### src/rtl/program_loader.sv
// Boot-time program loader: length header + little-endian words from a byte
// stream into instruction memory, holding the core in reset until complete.
module program_loader #(
    parameter int                    ADDR_WIDTH = 32,
    parameter int                    MEM_DEPTH  = 256,
    parameter logic [ADDR_WIDTH-1:0] BASE_ADDR  = '0
) (
    input  logic                  clk,
    input  logic                  reset,
    input  logic                  start,
    input  logic [7:0]            byte_in,
    input  logic                  byte_valid,
    output logic                  byte_ready,
    output logic                  imem_we,
    output logic [ADDR_WIDTH-1:0] imem_addr,
    output logic [31:0]           imem_wdata,
    output logic                  cpu_reset,
    output logic                  done,
    output logic                  error,
    output logic [15:0]           words_loaded
);

    typedef enum logic [2:0] {
        IDLE, LEN_LO, LEN_HI, DATA, WRITE, DONE, ERR
    } state_t;

    state_t                  state_q, state_d;
    logic [15:0]             len_q, len_d;
    logic [1:0]              idx_q, idx_d;
    logic                    byte_ready_q, byte_ready_d;
    logic                    imem_we_q, imem_we_d;
    logic [ADDR_WIDTH-1:0]   imem_addr_q, imem_addr_d;
    logic [31:0]             imem_wdata_q, imem_wdata_d;
    logic                    cpu_reset_q, cpu_reset_d;
    logic                    done_q, done_d;
    logic                    error_q, error_d;
    logic [15:0]             words_loaded_q, words_loaded_d;

    logic                    xfer;
    logic [15:0]             full_len;
    logic [ADDR_WIDTH-1:0]   word_addr;

    assign xfer      = byte_valid && byte_ready_q;
    assign full_len  = {byte_in, len_q[7:0]};
    assign word_addr = BASE_ADDR
                     + ADDR_WIDTH'(32'(words_loaded_q) << 2);

    // Next-state, datapath updates and registered output values
    always_comb begin
        state_d        = state_q;
        len_d          = len_q;
        idx_d          = idx_q;
        imem_addr_d    = imem_addr_q;
        imem_wdata_d   = imem_wdata_q;
        words_loaded_d = words_loaded_q;

        unique case (state_q)
            IDLE, DONE, ERR: begin
                if (start) begin
                    state_d        = LEN_LO;
                    words_loaded_d = '0;
                end
            end
            LEN_LO: begin
                if (xfer) begin
                    len_d[7:0] = byte_in;
                    state_d    = LEN_HI;
                end
            end
            LEN_HI: begin
                if (xfer) begin
                    len_d = full_len;
                    idx_d = '0;
                    if (full_len == 16'd0 || int'(full_len) > MEM_DEPTH)
                        state_d = ERR;
                    else
                        state_d = DATA;
                end
            end
            DATA: begin
                if (xfer) begin
                    imem_wdata_d[{idx_q, 3'b000} +: 8] = byte_in;
                    idx_d = idx_q + 2'd1;
                    if (idx_q == 2'd3) begin
                        state_d     = WRITE;
                        imem_addr_d = word_addr;
                    end
                end
            end
            WRITE: begin
                words_loaded_d = words_loaded_q + 16'd1;
                if (words_loaded_d == len_q)
                    state_d = DONE;
                else
                    state_d = DATA;
            end
            default: state_d = IDLE;
        endcase

        byte_ready_d = (state_d == LEN_LO) || (state_d == LEN_HI)
                    || (state_d == DATA);
        imem_we_d    = (state_d == WRITE);
        done_d       = (state_d == DONE);
        error_d      = (state_d == ERR);
        cpu_reset_d  = (state_d != DONE);
    end

    // State and output registers; async reset parks the core in reset
    always_ff @(posedge clk or negedge reset) begin
        if (!reset) begin
            state_q        <= IDLE;
            len_q          <= '0;
            idx_q          <= '0;
            byte_ready_q   <= 1'b0;
            imem_we_q      <= 1'b0;
            imem_addr_q    <= '0;
            imem_wdata_q   <= '0;
            cpu_reset_q    <= 1'b1;
            done_q         <= 1'b0;
            error_q        <= 1'b0;
            words_loaded_q <= '0;
        end else begin
            state_q        <= state_d;
            len_q          <= len_d;
            idx_q          <= idx_d;
            byte_ready_q   <= byte_ready_d;
            imem_we_q      <= imem_we_d;
            imem_addr_q    <= imem_addr_d;
            imem_wdata_q   <= imem_wdata_d;
            cpu_reset_q    <= cpu_reset_d;
            done_q         <= done_d;
            error_q        <= error_d;
            words_loaded_q <= words_loaded_d;
        end
    end

    assign byte_ready   = byte_ready_q;
    assign imem_we      = imem_we_q;
    assign imem_addr    = imem_addr_q;
    assign imem_wdata   = imem_wdata_q;
    assign cpu_reset    = cpu_reset_q;
    assign done         = done_q;
    assign error        = error_q;
    assign words_loaded = words_loaded_q;

endmodule
### config.mk
export PLATFORM = sky130hd
export DESIGN_NAME = program_loader
export DESIGN_NICKNAME = d
export VERILOG_FILES = /design/src/rtl/program_loader.sv
export SDC_FILE = /design/constraint.sdc
export NUM_CORES = 1
export LEC_CHECK = 0
export ABC_CLOCK_PERIOD_IN_PS = 5050
export BUFFER_PORTS_ARGS = -buffer_cell sky130_fd_sc_hd__buf_2
export CAP_MARGIN = 5
export CORE_ASPECT_RATIO = 1.5
export CORE_UTILIZATION = 30
export CTS_CLUSTER_DIAMETER = 200
export CTS_CLUSTER_SIZE = 25
export DETAILED_ROUTE_END_ITERATION = 16
export GPL_ROUTABILITY_DRIVEN = 0
export HOLD_SLACK_MARGIN = 0.05
export PLACE_DENSITY = 0.54
export SLEW_MARGIN = 40
export SYNTH_ARGS = -nofsm -noshare
export SYNTH_HDL_FRONTEND = slang
export SYNTH_SLANG_ARGS = --single-unit
### constraint.sdc
create_clock -name clk -period 5.05 [get_ports clk]
set_input_delay 1.01 -clock clk [delete_from_list [all_inputs] [get_ports clk]]
set_output_delay 1.01 -clock clk [all_outputs]
set_load 0.005 [all_outputs]
==> summary.txt, run 1 <==
Slew @ Worst Pin - 0.742 ns
WL/cell - 15.7 um
#FFs+latches synth - 90
Clock Power Share - 24.8%
status - complete, no violations
hpwl dp - 8600 um
pin count of the biggest net entering global routing - 47
Final Max Tran Viols - 0
TNS Setup - 0 ns
Register Area - 2250 um2
# hold bufs at CTS - 0
PwrDens - 509 nW/um2
Ys Warns - 0
overall power - 2.75 mW
Logic pwr share - 33.1%
Psw - 0.991 mW
count leader, synth - nand2_1
Worst Clk Skew - 0.0135 ns
top-area cell type share of the netlist area - 48.5%
core area - 15000 um2
Setup Buffers After CTS - 0
HP Class - reg2reg
H-tree level count - 3
DRC Markers - 0
Mapped Avg Cell Area - 9.18 um2
DR vias/cell - 4.89
Fillers - 1582
die width - 103 um
std cell rows - 55
port bufs - 80
Die Ht - 154 um
Clock Sinks - 90
full die area - 15800 um2
crit share post-route - 61.2%
CTS buffer count - 9
Sw Ratio - 36.0%
final setup violation count - 0
Fin. Hold Viols - 0
startpoint types - primary input
Commonest cells post-synth - 136 x nand2_1, 89 x dfrtp_1, 53 x o21ai_0
final WL - 12000 um
share of cells above drive strength 1 - 22.5%
Pre-Repair DR Iteration Count - 4
number of flops mapped to enable cells by yosys - 0
final critical-path setup slack - 1.96 ns
post-synth top area cell - dfrtp_1
area of the multi-input gates - 2150 um2
first-pass GRT wire length - 19600 um
CTS tree - done
maximum clock frequency - 0.324 GHz
worst vdd rail ir drop - 0.213 mV
Layout Area Growth over Synthesis - 17.7%
cells after synthesis - 500
dpl ws - 1.58 ns
crit end category - flop
CTS root buf - clkbuf_16
post-CTS resize count - 0
Hold Worst Slack - 0.469 ns
vias after detailed routing - 3754
GR Overflow Total - 0
Rel. slew slack - 50.5%
Internal Pwr Total - 1.76 mW
Cell variety after synth - 57
CP Max Fanout - 18
max cap viols - 0
Min Clock Period, post-route - 3.09 ns
Max Root-Sink Buffers - 2
RSZ-0062 raised after global routing - false
antenna cells - 0
Final nets - 584
ranking of synthesized cells by area - dfrtp_1 49%, nand2_1 11%, o21ai_0 5.8%
GRT Total Usage - 16.3%
Crit Path Category - in2reg
Antenna Nets Post-Route - 0
Critical Path RT - 5.30 ns
Synth Flop Type - dfrtp_1
vias in the first global route - 3616
Iter 0 DRT Violations - 187
Initial Util - 30.6%
CTS clock-pin slew for the worst setup and hold paths - 0.07 ns
Synth Cell Area - 4590 um2
Synth async-reset ratio - 100%
Seq/Total Area, Yosys - 49.1%
leak pwr - 2.59 nW
worst skew pair latency - 0.35 ns
I/O pins - 97
sequential cell fraction of total power - 42.1%
initial antenna violation count - 0
CP arrival - 3.35 ns
[metrics by stage]
stage               util [%]  cells  cell area (um2)
finish                  36.0    768             5400
global route            36.0    768             5400
CTS                     36.0    768             5400
detailed placement      34.0    753             5090
global placement        33.8    753             5070
floorplan                  -    515             4650
[layout by cell type, fill, tap and decap left out, types with 3 or more instances in the layout]
master     instances
nand4_1            5
and4_1             4
dfrtp_1           89
xor2_1             8
nor3_1             6
xnor2_1           10
a31oi_1            7
nor2b_1            3
o31ai_1            8
and3_1             3
o21ai_0           53
nand3_1            6
o211ai_1           3
clkbuf_16          9
mux2_2            17
and2_1             3
ha_1               7
buf_2             79
inv_1              8
a21oi_1            8
conb_1            16
o41ai_1            3
nand2_1          136
or4_1              4
nor2_1            24
[power by group through the flow]
stage | combinational (mW) | clock [mW] | sequential [mW]
after floorplan | 0.619 | 0 | 1.12
after global placement | 0.882 | 0 | 1.16
after detailed placement | 0.917 | 0 | 1.17
after CTS | 0.922 | 0.704 | 1.16
after global routing | 1.04 | 0.730 | 1.20
final | 0.911 | 0.682 | 1.16
[state kept, by name (all words and copies together) (netlist names)]
name          count
done              1
error             1
byte_ready        1
words_loaded     16
state_q           3
imem_addr        16
cpu_reset         1
imem_wdata       32
len_q            16
idx_q             2
imem_we           1
[cell type report]
cell class / count / share of cell area, %
multi-input cells: 374 / 39.9
clock inverters: 5 / 1.18
well taps: 199 / 4.61
repair buffers: 81 / 7.59
clock buffers: 10 / 4.42
flip-flops and latches: 90 / 41.7
inverters: 9 / 0.625
[cells by family after synthesis]
logic type	synth area share [%]
buffers and inverters	5.78
XOR/XNOR	3.43
AO/OA/AOI/OAI	13.6
multiplexers	4.39
AND/OR/NAND/NOR	21.8
adder cells (fa/ha/maj)	1.91
other	0.0817
flip-flops	49.1
[layer usage]
layer | wire length (um) | up-vias | GRT usage [%]
met5 | 0 | - | 0
met4 | 157 | 0 | 6.37
met3 | 483 | 13 | 3.00
met2 | 6420 | 103 | 28.5
met1 | 4990 | 1810 | 19.3
li1 | - | 1828 | -
[worst paths after layout]
| kind | from | to | slack [ns] | cells past startpoint |
|---|---|---|---|---|
| setup reg to reg | state_q[2] | byte_ready | 2.15 | 6 |
| max in group asynchronous | reset | imem_addr[12] | 3.35 | 2 |
| min in group asynchronous | reset | state_q[0] | 0.67 | 1 |
| setup / recovery | byte_valid | byte_ready | 1.96 | 7 |
| hold / removal | imem_addr[15] | imem_addr[15] | 0.47 | 2 |
| hold reg to reg | imem_addr[15] | imem_addr[15] | 0.47 | 2 |
[critical path: stages]
cell	delay [ns]
buf_2	0.11
nand4b_1	0.21
or3_1	0.53
clkinv_1	0.59
a211oi_1	0.54
inv_1	0.11
a211oi_1	0.24
(Power assumes the default switching activity.)
==> run 2, diff against run 1 <==
- ABC_AREA: default -> 1
- ABC_CLOCK_PERIOD_IN_PS: 5050 -> 2600
- PLACE_DENSITY: 0.54 -> 0.56
- clock period: 5.05 -> 2.6 ns (I/O delays scaled with it)
==> run 2 against run 1 <==
  * Via count rose by 14%
  * Largest cell class unchanged
  * Die area rose by 2.4%
  * Clock-buffer cell count increased by 2
  * Synthesized cell count grew 16%
  * Combinational power increased by 79%
==> summary.txt, run 2 <==
core area - 15200 um2 (+1.4%)
CTS buffer count - 9 (unchanged)
Top Metal Used - met4
Layout Utilization - 36.9% (+0.84 points)
CTS tree - done
final setup violation count - 0 (unchanged)
antenna cells - 0 (unchanged)
final WL - 12900 um (+7.2%)
post-synthesis mux area share - 0.479% (-3.9 points)
Initial Util - 30.9% (+0.33 points)
Fin. Hold Viols - 0 (unchanged)
most frequent cells in the layout - 148 x nand2_1, 89 x dfrtp_1, 79 x buf_2
Synth Area in XOR/XNOR - 1.38% (-2.1 points)
first-pass GRT wire length - 21000 um (+7.0%)
Pre-Repair DR Iteration Count - 5 (+1)
DRC Markers - 0 (unchanged)
worst skew pair latency - 0.34 ns (about the same)
Clock Sinks - 90 (unchanged)
Worst Clk Skew - 0.00857 ns (-0.00491 ns)
Adder-Cell Fraction of Synth Area - 1.86% (-0.046 points)
post-synth top area cell - dfrtp_1
Synth async-reset ratio - 100% (unchanged)
initial antenna violation count - 0 (unchanged)
Seq/Total Area, Yosys - 47.9% (-1.2 points)
CP cell instances - ha_1 -> nand2_1 -> nor2_4 -> nand2_1 -> nand2_1 -> nand2_1 -> nand2_1 -> nand3_1 -> nor2_1 -> nand2_1 -> nor2_1 -> nand3_1 -> nand2_2 -> inv_2 -> nand2_1 -> inv_1
Commonest cells post-synth - 148 x nand2_1, 89 x dfrtp_1, 68 x o21ai_0
TNS Setup - 0 ns (unchanged)
vias in the first global route - 4084 (+13%)
PwrDens - 867 nW/um2 (+70%)
Synth Flop Type - dfrtp_1
cells after synthesis - 582 (+16%)
Final Non-Filler Cells - 874 (+14%)
WL/cell - 14.8 um (-5.8%)
hpwl dp - 9460 um (+9.9%)
worst vdd rail ir drop - 0.487 mV (+130%)
HP Class - in2async
overall power - 4.86 mW (+77%)
Min Clock Period, post-route - 2.21 ns
largest family of logic cells by synthesized area - simple AND/OR/NAND/NOR gates
number of flops mapped to enable cells by yosys - 0 (unchanged)
CP Max Fanout - 8 (-10)
Worst path max stage delay - 0.44 ns (-0.15 ns)
CTS root buf - clkbuf_16
I/O pins - 97 (unchanged)
post-CTS resize count - 0 (unchanged)
CP arrival - 2.44 ns (-0.91 ns)
Slew @ Worst Pin - 0.628 ns (-0.114 ns)
share of cells above drive strength 1 - 20.3% (-2.2 points)
Crit Path Category - reg2reg
crit end category - flop
pin count of the biggest net entering global routing - 48 (+2.1%)
Max Root-Sink Buffers - 2 (unchanged)
#FFs+latches synth - 90 (unchanged)
vias after detailed routing - 4281 (+14%)
Register Area - 2250 um2 (unchanged)
Setup Buffers After CTS - 0 (unchanged)
startpoint types - flop
GRT Total Usage - 16.5% (+0.21 points)
Critical Path RT - 2.83 ns (-2.47 ns)
Fillers - 1576 (-0.38%)
placed cells - 858 (+14%)
leading cell type in the layout, fill and taps excluded - nand2_1
WL met2 - 6490 um (+1.2%)
full die area - 16200 um2 (+2.4%)
post-route design area - 5610 um2 (+3.7%)
metal3 WL - 786 um (+63%)
Iter 0 DRT Violations - 206 (+10%)
Rel. slew slack - 58.0% (+7.4 points)
Met1 Wirelength - 5340 um (+7.0%)
max FFs per register - 32 (unchanged)
Mapped Avg Cell Area - 8.08 um2 (-12%)
Final Max Tran Viols - 0 (unchanged)
Synth Area in Compound Gates - 10.3% (-3.3 points)
die width - 104 um (+1.2%)
Synth Cell Area - 4700 um2 (+2.5%)
max cap viols - 0 (unchanged)
crit share post-route - 85.0%
simple-gate share of the synthesized area - 29.8% (+8.0 points)
Cell variety after synth - 37 (-35%)
Layout Area Growth over Synthesis - 19.1%
Ys Warns - 0 (unchanged)
area of the multi-input gates - 2120 um2 (-1.6%)
std cell rows - 55 (unchanged)
# hold bufs at CTS - 0 (unchanged)
count leader, synth - nand2_1
Final nets - 689 (+18%)
reg2reg path depth - 16 (+10)
status - complete, no violations
leak pwr - 2.94 nW (+14%)
placed cell areas - 5320 um2 (+4.5%)
port bufs - 80 (unchanged)
Die Ht - 155 um (+1.2%)
Worst path slowest cell - dfrtp_1
H-tree level count - 3 (unchanged)
maximum clock frequency - 0.453 GHz
Top cell by count, worst path - nand2_1
ranking of synthesized cells by area - dfrtp_1 47%, nand2_1 12%, o21ai_0 7.2%
DR vias/cell - 4.90 (+0.21%)
CTS clock-pin slew for the worst setup and hold paths - 0.06 ns (about the same)
top-area cell type share of the netlist area - 47.3% (-1.2 points)
GR Overflow Total - 0 (unchanged)
RSZ-0062 raised after global routing - false
Antenna Nets Post-Route - 0 (unchanged)
[run 2: worst max-delay path, delay by kind of cell, from the launching register on]
family | cells | cell delay (ns)
flip-flops | 1 | 0.44
AND/OR/NAND/NOR | 13 | 1.37
adder cells (fa/ha/maj) | 1 | 0.22
buffers and inverters | 2 | 0.09
[run 2: worst paths after layout]
check / from / end / slack, ns
min in group clk: imem_addr[10] / imem_addr[10] / 0.48
max in group asynchronous: reset / len_q[6] / 1.74
hold / removal: reset / error / 0.19
setup reg to reg: words_loaded[0] / byte_ready / 0.39
setup / recovery: words_loaded[0] / byte_ready / 0.39
hold reg to reg: imem_addr[10] / imem_addr[10] / 0.48
[run 2: power by group]
group          internal, mW  switching (mW)
clock network         0.699           0.544
registers              1.73           0.256
logic                 0.575            1.06
total                  3.00            1.86
[run 2: area by class of cell]
type | count | area share [%]
Multi-Input combinational cell | 422 | 37.8
Tap cell | 199 | 4.44
Sequential cell | 90 | 40.2
Timing Repair Buffer | 89 | 8.62
Clock inverter | 4 | 0.469
Inverter | 58 | 3.88
Clock buffer | 12 | 4.58
[run 2: kinds of logic after synthesis]
logic type                 count (synthesis)
other                                      1
AOI/OAI and AO/OA                         91
and+or+nand+nor                          302
DFF                                       90
muxes                                      2
buffers and inverters                     85
adders and majority gates                  7
xor gates and xnor gates                   4
[run 2: metal layers]
layer,global-route usage [%],up-vias
met5,0,-
met2,29.5,183
met1,19.2,1995
li1,-,2078
met4,7.21,0
met3,3.10,25
[run 2: metrics by stage]
step / hold slack, ns / worst slack (ns)
floorplan: 0.224 / 0.758
global placement: 0.466 / 0.460
detailed placement: 0.469 / 0.364
CTS: 0.211 / 0.406
global route: 0.242 / 0.157
finish: 0.193 / 0.391
==> run 3, diff against run 2 <==
- ABC_AREA: 1 -> 0
- ABC_CLOCK_PERIOD_IN_PS: 2600 -> 1800
- clock period: 2.6 -> 1.8 ns (I/O delays scaled with it)
==> run 3 against run 2 <==
  * The run now ends with setup timing left
  * Critical path depth decreased by 8
  * Worst setup slack lost 0.87 ns
  * Largest power group is now combinational cells
  * Highest routed layer unchanged
  * Sequential power up 55%
  * Power rose by 80%
  * Non-clock buffer count is 105 higher
  * Maximum frequency fell by 2.9%
  * Die area fell by 2.4%
  * Hold slack better by 0.22 ns
==> summary.txt, run 3 (synthesized netlist as in run 1, its figures left out) <==
HP Class - in2reg
max cap viols - 0 (unchanged)
std cell rows - 55 (unchanged)
Final nets - 697 (+1.2%)
Die Ht - 154 um (-1.2%)
CTS root buf - clkbuf_16
CTS clock-pin slew for the worst setup and hold paths - 0.07 ns (about the same)
max FFs per register - 32 (unchanged)
Max Root-Sink Buffers - 2 (unchanged)
Internal Pwr Total - 5.68 mW (+89%)
R2R Path Start - words_loaded[1]
hold path cells - 3
crit share post-route - 126% (+41 points)
status - finished, violations left
antenna cells - 0 (unchanged)
DRC Markers - 0 (unchanged)
Pre-Repair DR Iteration Count - 4 (-1)
RR Endpoint - done
RSZ-0062 raised after global routing - true
DR vias/cell - 4.77 (-2.5%)
final critical-path setup slack - -0.475 ns (-0.866 ns)
maximum clock frequency - 0.439 GHz (-2.9%)
Clock Power Share - 23.7% (-1.9 points)
pin count of the biggest net entering global routing - 32 (-33%)
worst vdd rail ir drop - 0.614 mV (+26%)
hpwl dp - 9920 um (+4.9%)
Critical Path RT - 2.09 ns (-0.74 ns)
crit end category - flop
CP arrival - 2.56 ns (+0.12 ns)
Psw - 3.05 mW (+64%)
Fin. Hold Viols - 0 (unchanged)
Worst Clk Skew - 0.00713 ns (-0.00144 ns)
overall power - 8.72 mW (+80%)
initial antenna violation count - 0 (unchanged)
die width - 103 um (-1.2%)
Iter 0 DRT Violations - 154 (-25%)
GRT Total Usage - 18.0% (+1.5 points)
vias after detailed routing - 4211 (-1.6%)
Crit Path Category - reg2reg
TNS Setup - -2.86 ns (-2.86 ns)
failing checks - setup timing
CTS tree - done
most frequent cells in the layout - 136 x nand2_1, 103 x buf_4, 87 x dfrtp_1
sequential cell fraction of total power - 35.1% (-5.7 points)
first-pass GRT wire length - 21800 um (+3.9%)
reg-to-reg setup timing slack - -0.48 ns (-0.87 ns)
leak pwr - 3.21 nW (+9.3%)
Clock Sinks - 90 (unchanged)
leading cell type in the layout, fill and taps excluded - nand2_1
final setup violation count - 8 (+8)
GR Overflow Total - 0 (unchanged)
PwrDens - 1360 nW/um2 (+57%)
Hold Worst Slack - 0.412 ns (+0.219 ns)
share of cells above drive strength 1 - 37.3% (+17 points)
startpoint types - flop
I/O pins - 97 (unchanged)
WHS Endpoint - len_q[14]
core area - 15000 um2 (-1.4%)
Final Max Tran Viols - 0 (unchanged)
CTS buffer count - 9 (unchanged)
full die area - 15800 um2 (-2.4%)
port bufs - 80 (unchanged)
Initial Util - 30.6% (-0.33 points)
final WL - 13500 um (+4.9%)
Min Clock Period, post-route - 2.28 ns (+0.0663 ns)
vias in the first global route - 4180 (+2.4%)
Layout Area Growth over Synthesis - 40.0%
Antenna Nets Post-Route - 0 (unchanged)
Sw Ratio - 34.9% (-3.3 points)
worst skew pair latency - 0.35 ns (about the same)
CP Max Fanout - 9 (+1)
Logic pwr share - 41.1% (+7.5 points)
WL/cell - 15.4 um (+4.0%)
hold_sp - byte_in[6]
reg2reg path depth - 8 (-8)
H-tree level count - 3 (unchanged)
-- run 3: layout make-up --
class / count / area (um2)
Fill cell: 1506 / 8580
Sequential cell: 90 / 2260
Multi-Input combinational cell: 374 / 2240
Timing Repair Buffer: 194 / 1320
Tap cell: 199 / 249
Clock buffer: 10 / 239
Clock inverter: 6 / 90.1
Inverter: 9 / 33.8
-- run 3: critical path: stages, from the launching register on --
cell,delay (ns)
dfrtp_2,0.40
buf_6,0.15
nand4_4,0.16
nor3_4,0.24
xnor2_1,0.10
or4_4,0.56
nor4_4,0.27
buf_4,0.19
o211a_1,0.14
-- run 3: worst max-delay path by stage --
| stage | from | end | cells past startpoint |
|---|---|---|---|
| 2_1_floorplan | words_loaded[1] | byte_ready | 7 |
| 3_3_place_gp | words_loaded[1] | byte_ready | 7 |
| 4_1_cts | words_loaded[1] | done | 8 |
| 6_report | words_loaded[1] | done | 8 |
| 3_5_place_dp | words_loaded[1] | byte_ready | 7 |
| 5_1_grt | words_loaded[2] | done | 8 |
-- run 3: through the flow --
| stage | instances | utilization, % | setup WS, ns | area [um2] |
|---|---|---|---|---|
| finish | 882 | 42.8 | -0.475 | 6420 |
| global route | 882 | 42.8 | -0.555 | 6420 |
| CTS | 866 | 41.9 | -0.449 | 6280 |
| detailed placement | 845 | 39.0 | -0.692 | 5850 |
| global placement | 845 | 39.0 | -0.594 | 5850 |
| floorplan | 515 | - | -0.584 | 4710 |
-- run 3: power groups by stage --
stage	clock network, mW	logic, mW	registers, mW
global placement	0	3.30	3.06
finish	2.07	3.59	3.07
CTS	2.13	3.54	3.07
global route	2.21	4.01	3.14
floorplan	0	1.83	3.14
detailed placement	0	3.40	3.09
-- run 3: timing repair --
action | 4_1_cts | 5_1_grt
gates resized for setup | 17 | 9
hold endpoints to repair | 27 | 0
buffers inserted | 4 | 17
setup endpoints to repair | 8 | 33
pin swaps | 5 | 6
hold buffers | 1 | 0
-- run 3: metal layers --
metal	GRT usage (%)	vias up	wire (um)	share of wire [%]
li1	-	2049	-	-
met1	21.6	2015	5530	41
met2	31.1	118	7020	52
met3	3.23	29	576	4.3
met4	7.65	0	420	3.1
met5	0	-	0	0
